===== src/rtl/ram_port_arbiter.sv =====
// ram_port_arbiter
// Round-robin owner of the single RAM port shared by NREQ requesters
// (instruction/data caches of both cores). One requester is granted at a
// time; its read/write is steered to RAM combinationally and it alone sees
// req_wait drop, for exactly the cycle the RAM reports ACCESS. Locked
// multi-beat bursts keep the grant for up to MAXLOCK beats. RAM ERROR or a
// stall of TIMEOUT granted cycles aborts the grant and sets a sticky err_flag.
//
// Handshake: a requester holds req_ren/req_wen (plus addr/store) stable until
// it sees its req_wait bit low at a rising edge; that edge completes the beat.
// Dropping the request before completion abandons the grant without error.
//
// Ports:
//   CLK, nRST          clock (rising edge), asynchronous active-low reset
//   req_ren/req_wen    per-requester read / write request
//   req_lock           per-requester "keep grant after this beat"
//   req_addr/req_store packed per-requester address / write data (32 bits each)
//   req_wait           per-requester stall, low only for the completing beat
//   req_load           read data returned to the owner
//   ramREN/ramWEN/ramaddr/ramstore/ramload/ramstate  RAM port
//   grant_valid        high exactly while in GRANT (it is the FSM state)
//   grant_id           current / last owner index
//   err_flag, err_clr  sticky error flag and its clear (set wins)
module ram_port_arbiter #(
  parameter int NREQ    = 4,
  parameter int MAXLOCK = 4,
  parameter int TIMEOUT = 64
) (
  input  logic                    CLK,
  input  logic                    nRST,
  input  logic [NREQ-1:0]         req_ren,
  input  logic [NREQ-1:0]         req_wen,
  input  logic [NREQ-1:0]         req_lock,
  input  logic [NREQ*32-1:0]      req_addr,
  input  logic [NREQ*32-1:0]      req_store,
  output logic [NREQ-1:0]         req_wait,
  output logic [31:0]             req_load,
  output logic                    ramREN,
  output logic                    ramWEN,
  output logic [31:0]             ramaddr,
  output logic [31:0]             ramstore,
  input  logic [31:0]             ramload,
  input  logic [1:0]              ramstate,
  output logic                    grant_valid,
  output logic [$clog2(NREQ)-1:0] grant_id,
  output logic                    err_flag,
  input  logic                    err_clr
);

  localparam int IDW = $clog2(NREQ);
  localparam int BW  = $clog2(MAXLOCK + 1);
  localparam int TW  = $clog2(TIMEOUT);

  localparam logic [1:0] RS_ACCESS = 2'd2;
  localparam logic [1:0] RS_ERROR  = 2'd3;

  typedef enum logic {S_IDLE = 1'b0, S_GRANT = 1'b1} state_e;

  state_e         state_q, state_d;
  logic [IDW-1:0] ptr_q, ptr_d;
  logic [IDW-1:0] gid_q, gid_d;
  logic [BW-1:0]  beat_q, beat_d;
  logic [TW-1:0]  tmo_q, tmo_d;
  logic           err_q, err_d;

  logic [NREQ-1:0] pending;
  logic            pick_found;
  logic [IDW-1:0]  pick_id;
  logic [IDW-1:0]  next_ptr;
  logic            own_pending;
  logic            err_set;

  assign pending     = req_ren | req_wen;
  assign own_pending = pending[gid_q];
  assign next_ptr    = (gid_q == IDW'(NREQ - 1)) ? '0 : gid_q + IDW'(1);

  // First pending index at or after the round-robin pointer, wrapping.
  always_comb begin
    pick_found = 1'b0;
    pick_id    = '0;
    for (int k = 0; k < NREQ; k++) begin
      if (!pick_found && pending[(int'(ptr_q) + k) % NREQ]) begin
        pick_found = 1'b1;
        pick_id    = IDW'((int'(ptr_q) + k) % NREQ);
      end
    end
  end

  // State register.
  always_ff @(posedge CLK or negedge nRST) begin
    if (!nRST) begin
      state_q <= S_IDLE;
      ptr_q   <= '0;
      gid_q   <= '0;
      beat_q  <= '0;
      tmo_q   <= '0;
      err_q   <= 1'b0;
    end else begin
      state_q <= state_d;
      ptr_q   <= ptr_d;
      gid_q   <= gid_d;
      beat_q  <= beat_d;
      tmo_q   <= tmo_d;
      err_q   <= err_d;
    end
  end

  // Next-state logic. In GRANT, a completing beat takes priority over both
  // the RAM error and the stall timeout.
  always_comb begin
    state_d = state_q;
    ptr_d   = ptr_q;
    gid_d   = gid_q;
    beat_d  = beat_q;
    tmo_d   = tmo_q;
    err_set = 1'b0;
    case (state_q)
      S_IDLE: begin
        if (pick_found) begin
          state_d = S_GRANT;
          gid_d   = pick_id;
          beat_d  = '0;
          tmo_d   = '0;
        end
      end
      S_GRANT: begin
        if (ramstate == RS_ACCESS) begin
          tmo_d = '0;
          if (req_lock[gid_q] && (int'(beat_q) + 1 < MAXLOCK)) begin
            beat_d = beat_q + BW'(1);
          end else begin
            state_d = S_IDLE;
            ptr_d   = next_ptr;
            beat_d  = '0;
          end
        end else if (ramstate == RS_ERROR || (own_pending && tmo_q == TW'(TIMEOUT - 1))) begin
          err_set = 1'b1;
          state_d = S_IDLE;
          ptr_d   = next_ptr;
          beat_d  = '0;
          tmo_d   = '0;
        end else if (!own_pending) begin
          state_d = S_IDLE;
          ptr_d   = next_ptr;
          beat_d  = '0;
          tmo_d   = '0;
        end else begin
          tmo_d = tmo_q + TW'(1);
        end
      end
      default: state_d = S_IDLE;
    endcase
    err_d = err_set ? 1'b1 : (err_clr ? 1'b0 : err_q);
  end

  // Outputs: RAM side and wait/load are combinational from state and inputs.
  always_comb begin
    grant_valid = 1'b0;
    ramREN      = 1'b0;
    ramWEN      = 1'b0;
    ramaddr     = '0;
    ramstore    = '0;
    req_load    = '0;
    req_wait    = '1;
    if (state_q == S_GRANT) begin
      grant_valid     = 1'b1;
      ramaddr         = req_addr[32*int'(gid_q) +: 32];
      ramstore        = req_store[32*int'(gid_q) +: 32];
      ramWEN          = req_wen[gid_q];
      ramREN          = req_ren[gid_q] & ~req_wen[gid_q];
      req_load        = ramload;
      req_wait[gid_q] = (ramstate != RS_ACCESS);
    end
  end

  assign grant_id = gid_q;
  assign err_flag = err_q;

endmodule


===== config.mk =====
export PLATFORM = sky130hd
export DESIGN_NAME = ram_port_arbiter
export DESIGN_NICKNAME = d
export VERILOG_FILES = /design/src/rtl/ram_port_arbiter.sv
export SDC_FILE = /design/constraint.sdc
export NUM_CORES = 1
export LEC_CHECK = 0
export CAP_MARGIN = 0
export CORE_AREA = 2 2 160 162
export DETAILED_ROUTE_END_ITERATION = 6
export DIE_AREA = 0 0 162 164
export PLACE_DENSITY = 0.58
export REMOVE_ABC_BUFFERS = 1
export SETUP_SLACK_MARGIN = 0.3
export SLEW_MARGIN = 10
export SYNTH_ARGS = -nofsm -noshare
export SYNTH_HDL_FRONTEND = slang
export SYNTH_SLANG_ARGS = --single-unit
export TNS_END_PERCENT = 10

===== constraint.sdc =====
create_clock -name CLK -period 2.75 [get_ports CLK]
set_input_delay 0.825 -clock CLK [delete_from_list [all_inputs] [get_ports CLK]]
set_output_delay 0.825 -clock CLK [all_outputs]
set_load 0.01 [all_outputs]

### After elaboration in Yosys (flattened, before gate mapping)

Index checks and enable logic that the tools add are counted.

| storage, ports and cells | value |
|---|---|
| flip-flop bits (word level) | 15 |
| input bits | 305 |
| logic and storage cells | 120 |
| output and inout port bits | 106 |

| cells by class | value |
|---|---|
| reductions and logical operators | 17 |
| shifts and indexed selects | 2 |
| add/subtract/negate cells | 7 |
| multiplexer cells | 63 |
| eq/ne operators | 9 |
| $lt $le $gt $ge | 7 |
| bitwise logic cells | 9 |

Operators by type and width:

| kind | count |
|---|---|
| $shiftx A128 B8 Y32 | 2 |
| $mux W32 | 3 |
| $mux W1 | 29 |
| $mux W6 | 4 |
| $mux W2 | 9 |
| $bmux W1 S2 | 8 |
| $mux W3 | 5 |
| $lt A3 B4 Y1 const B | 3 |
| $pmux W6 S2 | 1 |
| $or A4 B4 Y4 | 2 |
| $add A6 B1 Y6 const B | 1 |
| $eq A2 B2 Y1 const B | 3 |
| $eq A6 B6 Y1 const B | 1 |
| $logic_and A1 B1 Y1 | 6 |
| $lt A2 B3 Y1 const B | 2 |
| $ne A2 B2 Y1 const B | 3 |
| $pmux W3 S2 | 1 |
| $reduce_or A2 Y1 | 3 |
| $add A2 B1 Y2 const B | 2 |
| $add A2 B2 Y2 const B | 2 |
| $add A3 B1 Y4 const B | 1 |
| $lt A4 B3 Y1 const B | 1 |
| $mux W4 | 1 |
| $ne A4 B2 Y1 const B | 1 |
| other kinds (14) | 20 |

### Logic depth before layout (Yosys ltp)

Gate-level depths: netlist of run 1.

| logic depth | value |
|---|---|
| depth in word-level cells | 16 |
| mapped depth | 7 |
| gate-level depth less buffers | 6 |

### Worst setup path after synthesis of run 1

OpenSTA, ideal clock, no wires.

| timing | value |
|---|---|
| path kind | flip-flop to output port |
| start point | register gid_q[0], in the netlist grant_id[0] |
| end point | output ramaddr[14] |
| data required time | 1.925 ns |
| cell stages (with the launch flop) | 6 |
| data arrival time | 1.981 ns |
| buffers on the path | 3 |
| path slack | -0.056 ns |
| path through | dfrtp_1 > clkbuf_1 > buf_2 > buf_2 > mux4_2 > and2_1 |

| on the way | value |
|---|---|
| word-level cells in the longest chain between the ends | 2 |

RTL lines:

| what | RTL line | text |
|---|---|---|
| start, declared | 61 | `logic [IDW-1:0] gid_q, gid_d;` |
| start signal, assigned | 101 | `gid_q <= gid_d;` |
| $shiftx A128 B8 Y32 | 167 | `ramaddr = req_addr[32*int'(gid_q) +: 32];` |
| $mux W32 | 165 | `if (state_q == S_GRANT) begin` |
| end, declared | 40 | `output logic [31:0] ramaddr,` |

No other way between the ends.

### Worst setup path in the final report of run 1

| timing | value |
|---|---|
| start point | register gid_q[0], in the netlist grant_id[0] |
| end point | output ramaddr[2] |

Same word-level chain as after synthesis.

==> impl_summary.md, run 1 <==
Run status
The flow ran to the end, and the final reports show no timing, DRC or antenna violations.

Final layout
The relative area change from synthesis to final layout is 147%. The count of non-filler cells in the finished layout is 1048. The fraction of layout cells with a size suffix above 1 is 31.2%. At the end of the flow, the number of nets in the layout was 1021.

Hold path
The type of the most critical hold path is reg -> reg.

Logic synthesis
By count the netlist is led by 99 x sky130_fd_sc_hd__and2_1, 68 x sky130_fd_sc_hd__mux4_2, 15 x sky130_fd_sc_hd__dfrtp_1. The share of synthesized cell area in full adder, half adder and majority cells is 2.40%. Summing the areas of all xor and xnor instances in the mapped netlist gives 0.560% of the synthesized area.

Of all flip-flops after synthesis, the portion carrying an async set or reset was 100%. For this run, the register share of the synthesized area comes to 12.0%. The area fraction in and, or, nand and nor cells after synthesis is 25.9%. The dominant combinational cell family by area after synthesis is multiplexers.

After synthesis the netlist holds a flip-flop and latch count of 15. In this run the biggest area consumer among cell types represents 48.9% of the synthesized area. The unique cell type count in the Yosys netlist is 35. The synthesized netlist devotes 4.84% of its cell area to compound gates.

The count of warnings emitted by yosys is 0. After synthesis, the share of cell area in mux cells is 50.0%. Sorting the synthesized cells by area gives the leading types as sky130_fd_sc_hd__mux4_2 49%, sky130_fd_sc_hd__and2_1 20%, sky130_fd_sc_hd__dfrtp_1 12%.

The number of enable flip-flop cells after synthesis is 0. The number of standard cells after synthesis is 289. The summed instance area of the synthesized netlist is 3130 um^2. Of all cell types, the one taking the most synthesized area is sky130_fd_sc_hd__mux4_2.

Dividing the synthesized area by the synthesized cell count gives 10.8 um^2. The most frequent cell after synthesis is sky130_fd_sc_hd__and2_1. Among all flip-flop cells after synthesis, the most frequent one is sky130_fd_sc_hd__dfrtp_1.

CTS
The clock reaches the later pin of the worst-skew pair after 250 ps. Clock tree synthesis inserted a total of 3 buffers. The H-tree level count is 1. The TritonCTS clock tree is yes. The clock sink count is 15. After clock tree synthesis, the clock-pin slew on the worst setup and hold paths is 50 ps. The quantity of hold-fixing buffers added after cts is 0. In this run the clock root is driven by a sky130_fd_sc_hd__clkbuf_16. The clock passes through at most 2 buffers.

Route
The via count normalized by instance count is 4.03. The iteration count of the initial detailed-routing pass is 4. In the routed design, unresolved DRC markers number 0.

Once detail routing completed, the nets flagged for antenna violations numbered 0. The detailed router finished its first iteration with 112 violations. Dividing the detail-routed wire length by the instance count gives 19.5 um.

The total wire length after detailed routing is 20500 um. The number of vias in the routed layout is 4220.

Timing
Setup violations remaining at the end of the flow were counted as 0. The final setup slack of the worst path is 80.3 ps. The routed design could run at a clock period as short as 2670 ps.

The total count of max-transition violations in the final report is 0. For the final database, setup skew stands at 5.08 ps. The normalized max-slew margin is 54.0%. At the pin with the least slew margin, the transition time is 688 ps. Setup repair after global routing could not meet its margin everywhere.

The setup total negative slack is 0 ps. The hold violation total from the final report is 0. For this run, the top clock speed supported by timing is 375 MHz. The post-route clock period utilization is 97.1%. The worst hold slack is 487 ps.

Floorplan
The initialized floorplan defines 58 standard-cell rows. The core region is 24800 um^2. The top-level port count is 411.

The initial standard-cell utilization of the core is 12.6%. The die is 164 um tall. The horizontal die dimension is 162 um. The full die area is 26600 um^2.

Setup path
Of all nets on the critical path, the largest fanout is 8. The worst setup path is captured at an output pin. The sort of element at the start of the critical path is a register.

The delay contributed by the slowest stage of the critical path is 510 ps. The critical path required time is 1930 ps. The cell occurring most often along the worst timing path is sky130_fd_sc_hd__buf_12. The worst setup path is of the reg -> out kind. Traced cell by cell, the critical path runs through buf_12 > buf_12 > mux4_2 > and2_4 > buf_6. The slowest stage of the critical path is the sky130_fd_sc_hd__dfrtp_4 cell. Data arrives at the worst endpoint at 1840 ps.

Global routing
The met3 demand-to-capacity share in global routing is 5.78%. The pin count of the biggest net entering global routing is 60. For this run, global-route usage on met1 was measured as 17.1%. The number of global-route vias before repair is 4411. The first global-routing pass estimated 28700 um of wire. Global routing consumed, on the met2 layer, 25.3% of the routing resources. After global routing the overflow that remains totals 0. The total routing resource utilization after global routing is 14.5%. The number of antenna violations at the first check in global routing is 16. The highest-utilization routing layer at the global route stage is met2.

Power and ir drop
Net switching is 39.0% of the power. The share of total power dissipated in combinational logic is 89.0%. In this run the power density over the cells is 775 nW/um^2. The analysis attributes to cell leakage a power of 0.00356 uW. VDD sags by at most 0.000334 V. Internal power comes to 3650 uW. The relative contribution of sequential cells to total power is 6.2%.

The clock network power share is 4.8%. In this run the power spent charging and discharging nets is 2340 uW.

Placement
During placement, the flow inserted port buffers numbering 410. The congestion estimate from routability-driven global placement came to 0.820. At the placement stage, the worst setup path has a slack of -557 ps. The number of placed instances, taps included is 1021.

The final HPWL from detailed placement is 17400 um.

Flow run
The reported max-cap violation count is 0.
cell usage in the layout, fill, tap and decap left out, drive strengths merged:
master / count
buf: 103
xnor2: 2
and3: 2
clkdlybuf4s15: 11
clkinv: 2
mux4: 68
a32o: 2
dlygate4sd2: 283
o2111a: 1
a21oi: 5
inv: 5
nand2: 12
clkdlybuf4s50: 44
nor2: 13
and2: 99
o22ai: 1
nor3b: 2
a31o: 1
o211ai: 1
nand2b: 1
o21ai: 8
nand3: 2
clkbuf: 5
mux2: 3
dfrtp: 15
or3: 1
nand4: 1
nor3: 4
a211o: 1
or2: 2
ha: 6
a21o: 2
diode: 9
a221oi: 1
critical path: cells and delay by family (launching register included):
family | cells | cell delay [ps]
and+or+nand+nor | 1 | 180
DFF | 1 | 510
muxes | 1 | 490
buffers and inverters | 3 | 410
metrics by stage:
step / total power, uW / util, % / instance area (um^2)
final: 5990 / 31.1 / 7730
after floorplan: 2890 / - / 3020
after detailed placement: 5500 / 31.4 / 7790
after CTS: 5900 / 30.6 / 7580
after global routing: 6410 / 31.1 / 7710
after global placement: 5490 / 31.4 / 7790
worst paths after layout:
path,from,to,slack (ps),depth (start not counted)
min,ptr_q[0]$_DFFE_PN0P_,ptr_q[0]$_DFFE_PN0P_,490,1
min in group asynchronous,nRST,tmo_q[2]$_DFFE_PN0P_,1000,1
min reg2reg,ptr_q[0]$_DFFE_PN0P_,ptr_q[0]$_DFFE_PN0P_,490,1
max,grant_id[0]$_DFFE_PN0P_,ramaddr[2],80,5
max in group asynchronous,nRST,grant_id[1]$_DFFE_PN0P_,1250,1
max reg2reg,grant_id[0]$_DFFE_PN0P_,ptr_q[1]$_DFFE_PN0P_,370,6
what timing repair did:
| item | CTS | global route |
|---|---|---|
| setup buffers | 8 | 2 |
| pin swaps | 41 | 0 |
| gates resized for setup | 667 | 14 |
| gates cloned | 2 | 2 |
| setup endpoints to repair | 113 | 105 |
cells by family after synthesis:
kind of cell / Yosys count
multiplexers: 71
buffers and inverters: 33
AO/OA/AOI/OAI: 23
adder cells (fa/ha/maj): 6
flip-flops: 15
AND/OR/NAND/NOR: 139
XOR/XNOR: 2
routing by layer:
layer	vias up	wire, um	share of wire, %
met1	2030	8010	39
met2	213	10100	49
met4	8	136	0.66
met5	-	52	0.25
met3	19	2160	11
li1	1950	-	-
final cells by class:
class                           instances  area (um^2)
Inverter                                6         22.5
Antenna cell                            9         22.5
Timing Repair Buffer                  443         4090
Clock buffer                            3         75.1
Fill cell                            2705        17100
Tap cell                              330          413
Multi-Input combinational cell        241         2720
Clock inverter                          1         5.00
Sequential cell                        15          384
state kept, by name, summed over array words and instances, names as in the netlist:
register	count
err_flag	1
beat_q	3
ptr_q	2
state_q	1
tmo_q	6
grant_id	2
power groups by stage:
stage | clock network, uW | logic (uW) | registers, uW
after CTS | 292 | 5230 | 373
final | 286 | 5330 | 373
after global placement | 0 | 5120 | 364
after global routing | 307 | 5720 | 383
after detailed placement | 0 | 5140 | 365
after floorplan | 0 | 2140 | 747
Power figures use the tool's default switching activity.
==> inputs of run 2 (changes only) <==
--- a/config.mk
+++ b/config.mk
@@ -6,10 +6,10 @@
 export NUM_CORES = 1
 export LEC_CHECK = 0
 export CAP_MARGIN = 0
-export CORE_AREA = 2 2 160 162
+export CORE_AREA = 2 2 159 161
 export DETAILED_ROUTE_END_ITERATION = 6
-export DIE_AREA = 0 0 162 164
-export PLACE_DENSITY = 0.58
+export DIE_AREA = 0 0 161 163
+export PLACE_DENSITY = 0.57
 export REMOVE_ABC_BUFFERS = 1
 export SETUP_SLACK_MARGIN = 0.3
 export SLEW_MARGIN = 10
==> constraint.sdc (replaced) <==
create_clock -name CLK -period 3.3 [get_ports CLK]
set_input_delay 0.99 -clock CLK [delete_from_list [all_inputs] [get_ports CLK]]
set_output_delay 0.99 -clock CLK [all_outputs]
set_load 0.01 [all_outputs]
==> impl_summary.md, run 2 (synthesized netlist as in run 1, its figures left out) <==
Run status
The flow ran to the end, and the final reports show no timing, DRC or antenna violations.

Placement
The number of buffer cells added on primary ports is 410. The congestion estimate from routability-driven global placement came to 0.829. The wire-length estimate of the detail-placed layout is 18800 um. The worst setup slack after placement is -327 ps. The number of placed instances, taps included is 1023.

CTS
The TritonCTS clock tree is yes. The H-tree level count is 1. For this design, the CTS-stage hold fixing added 0 buffers. The tree built by TritonCTS fans out to 15 sinks. The post-CTS clock slew at the launch and capture registers of the worst setup and hold paths is 50 ps. The clock tree buffer depth is 2. CTS placed an instance of sky130_fd_sc_hd__clkbuf_16 at the clock tree root.

The clock reaches the later pin of the worst-skew pair after 240 ps. Counting the buffers created by CTS gives 3. The number of post-CTS setup repair buffers is 0.

Final layout
In the layout the commonest cells are 228 x sky130_fd_sc_hd__clkdlybuf4s50_1, 68 x sky130_fd_sc_hd__mux4_2, 56 x sky130_fd_sc_hd__dlygate4sd2_1. In the final layout, the registers with the most flip-flops are tmo_q x6, beat_q x3. Once layout is complete, the utilization of the core stands at 32.5%. Of the cells placed in the final design, the portion with a size suffix greater than 1 is 30.3%. Compared with the post-synthesis result, the final layout area differs by 156%. The register with the most flip-flops in the layout has 6 of them.

Counting the fill cells in the layout gives 2574. The count of non-filler cells in the finished layout is 1042. At the end of the flow, the number of nets in the layout was 1009. The largest register by flop count is tmo_q. The library cell used most frequently in the layout, excluding fill and tap cells, is sky130_fd_sc_hd__clkdlybuf4s50_1.

Floorplan
The area of the core region is 24700 um^2. The placement row count is 58. The horizontal die dimension is 161 um.

The height of the die is 163 um. The top-level port count is 411. The die covers 26200 um^2. The initial standard-cell utilization of the core is 12.7%.

Setup path
The critical path required time is 2310 ps. Of all nets on the critical path, the largest fanout is 1. The type of destination of the critical path is an output pin.

For the worst flop-to-flop path, the logic depth is 5. The critical path is of the in -> out type. STA classifies the critical path startpoint as a primary input. STA puts the critical path data arrival time at 2170 ps. The timing startpoint of the critical path is req_store[101]. The worst register-to-register path begins at grant_id[1]$_DFFE_PN0P_.

Timing
On the final layout, the worst hold slack is 497 ps. Counting I/O delays and the setup requirement, the final critical path takes 3160 ps. The final setup violation count is 0. In the finished design, the share of the clock period the worst path needs comes to 95.8%.

The maximum clock skew at final layout is 2.32 ps. The hold violation total from the final report is 0. The setup total negative slack is 0 ps.

The transition at the pin with the smallest max-transition slack is 703 ps. Setup repair after global routing could not meet its margin everywhere. The total count of max-transition violations in the final report is 0. Across all setup checks in the final design, the least slack found is 138 ps. Based on the critical path, the design can be clocked at up to 316 MHz. In this run the tightest slew margin relative to its limit is 53.0%.

Route
The routed length per instance is 20.6 um. In the routed layout, each cell is associated on average with a via count of 4.04. The final layout contains routed wiring with a total length of 21500 um.

The number of remaining DRC errors is 0. Across all layers, the routed design uses 4205 vias. The violation count after the first detailed-route iteration is 112. The first detailed-routing pass ran for 4 iterations. The residual antenna-violating net count after detailed routing is 0.

Global routing
The number of global-route vias before repair was 4333. The number of antenna violations at the first check in global routing is 30. Summed over all layers, the global routing overflow is 0. The pin count of the biggest net entering global routing is 61. In the global route stage, overall resource usage came out at 15.7%. The first global-routing pass estimated 29800 um of wire.

Power and ir drop
The leakage power total is 0.00356 uW. The power per unit of standard cell area is 622 nW/um^2. VDD sags by at most 0.000287 V.

Hold path
The startpoint of the lowest-slack hold path is ptr_q[0]$_DFFE_PN0P_. The type of the most critical hold path is reg -> reg. The hold-critical path depth is 1.

Flow run
The tool flagged a number of max-cap violations equal to 0.
-- run 2: cell count changes in the layout (fill, tap and decap cells not counted), sizes merged, moves of 2 or more --
cell | before | now
dlygate4sd2 | 283 | 56
dlymetal6s2s | 0 | 47
clkbuf | 5 | 3
diode | 9 | 15
buf | 103 | 87
clkdlybuf4s50 | 44 | 228
clkdlybuf4s15 | 11 | 13
-- run 2: metal layers --
metal	vias to the layer above	global-route usage, %	wire length, um
li1	1937	-	-
met1	1985	18.0	8130
met2	239	25.1	9690
met3	28	10.8	3390
met4	16	1.22	157
met5	-	0	101
-- run 2: area by class of cell --
type	count	area, um^2	area share, %
diodes	15	37.5	0.468
clock buffers	3	75.1	0.937
clock inverters	1	7.51	0.0937
inverters	6	22.5	0.281
multi-input cells	241	2740	34.1
flip-flops and latches	15	384	4.79
well taps	330	413	5.15
repair buffers	431	4340	54.1
-- run 2: metrics by stage --
stage	power (uW)	instance area [um^2]
after floorplan	2410	3020
after global placement	4630	7800
after detailed placement	4630	7800
after CTS	4740	7650
after global routing	5330	7980
final	4980	8010
-- run 2: power by group --
group          switching [uW]  internal [uW]  leakage, uW
sequential                108            238     0.000193
combinational            1740           2670      0.00333
clock                    74.5            163    0.0000372
total                    1920           3070      0.00356
-- run 2: repair_timing --
action                                  in CTS  in global routing
pin swaps                                    5                  3
endpoints found under the setup margin     102                101
resized for setup                          379                107
-- run 2: path summary, 6_finish.rpt --
check	to	slack [ps]
worst max-delay path	ramstore[5]	140
worst min-delay path	ptr_q[0]$_DFFE_PN0P_	500
worst max register to register	tmo_q[2]$_DFFE_PN0P_	1020
worst min register to register	ptr_q[0]$_DFFE_PN0P_	500
max in group asynchronous	grant_id[0]$_DFFE_PN0P_	1610
min in group asynchronous	err_flag$_DFFE_PN0P_	1170
-- run 2: worst max-delay path, cell delays in order --
cell,delay [ps]
sky130_fd_sc_hd__clkdlybuf4s50_1,430
sky130_fd_sc_hd__mux4_2,470
sky130_fd_sc_hd__and2_4,170
sky130_fd_sc_hd__buf_6,110
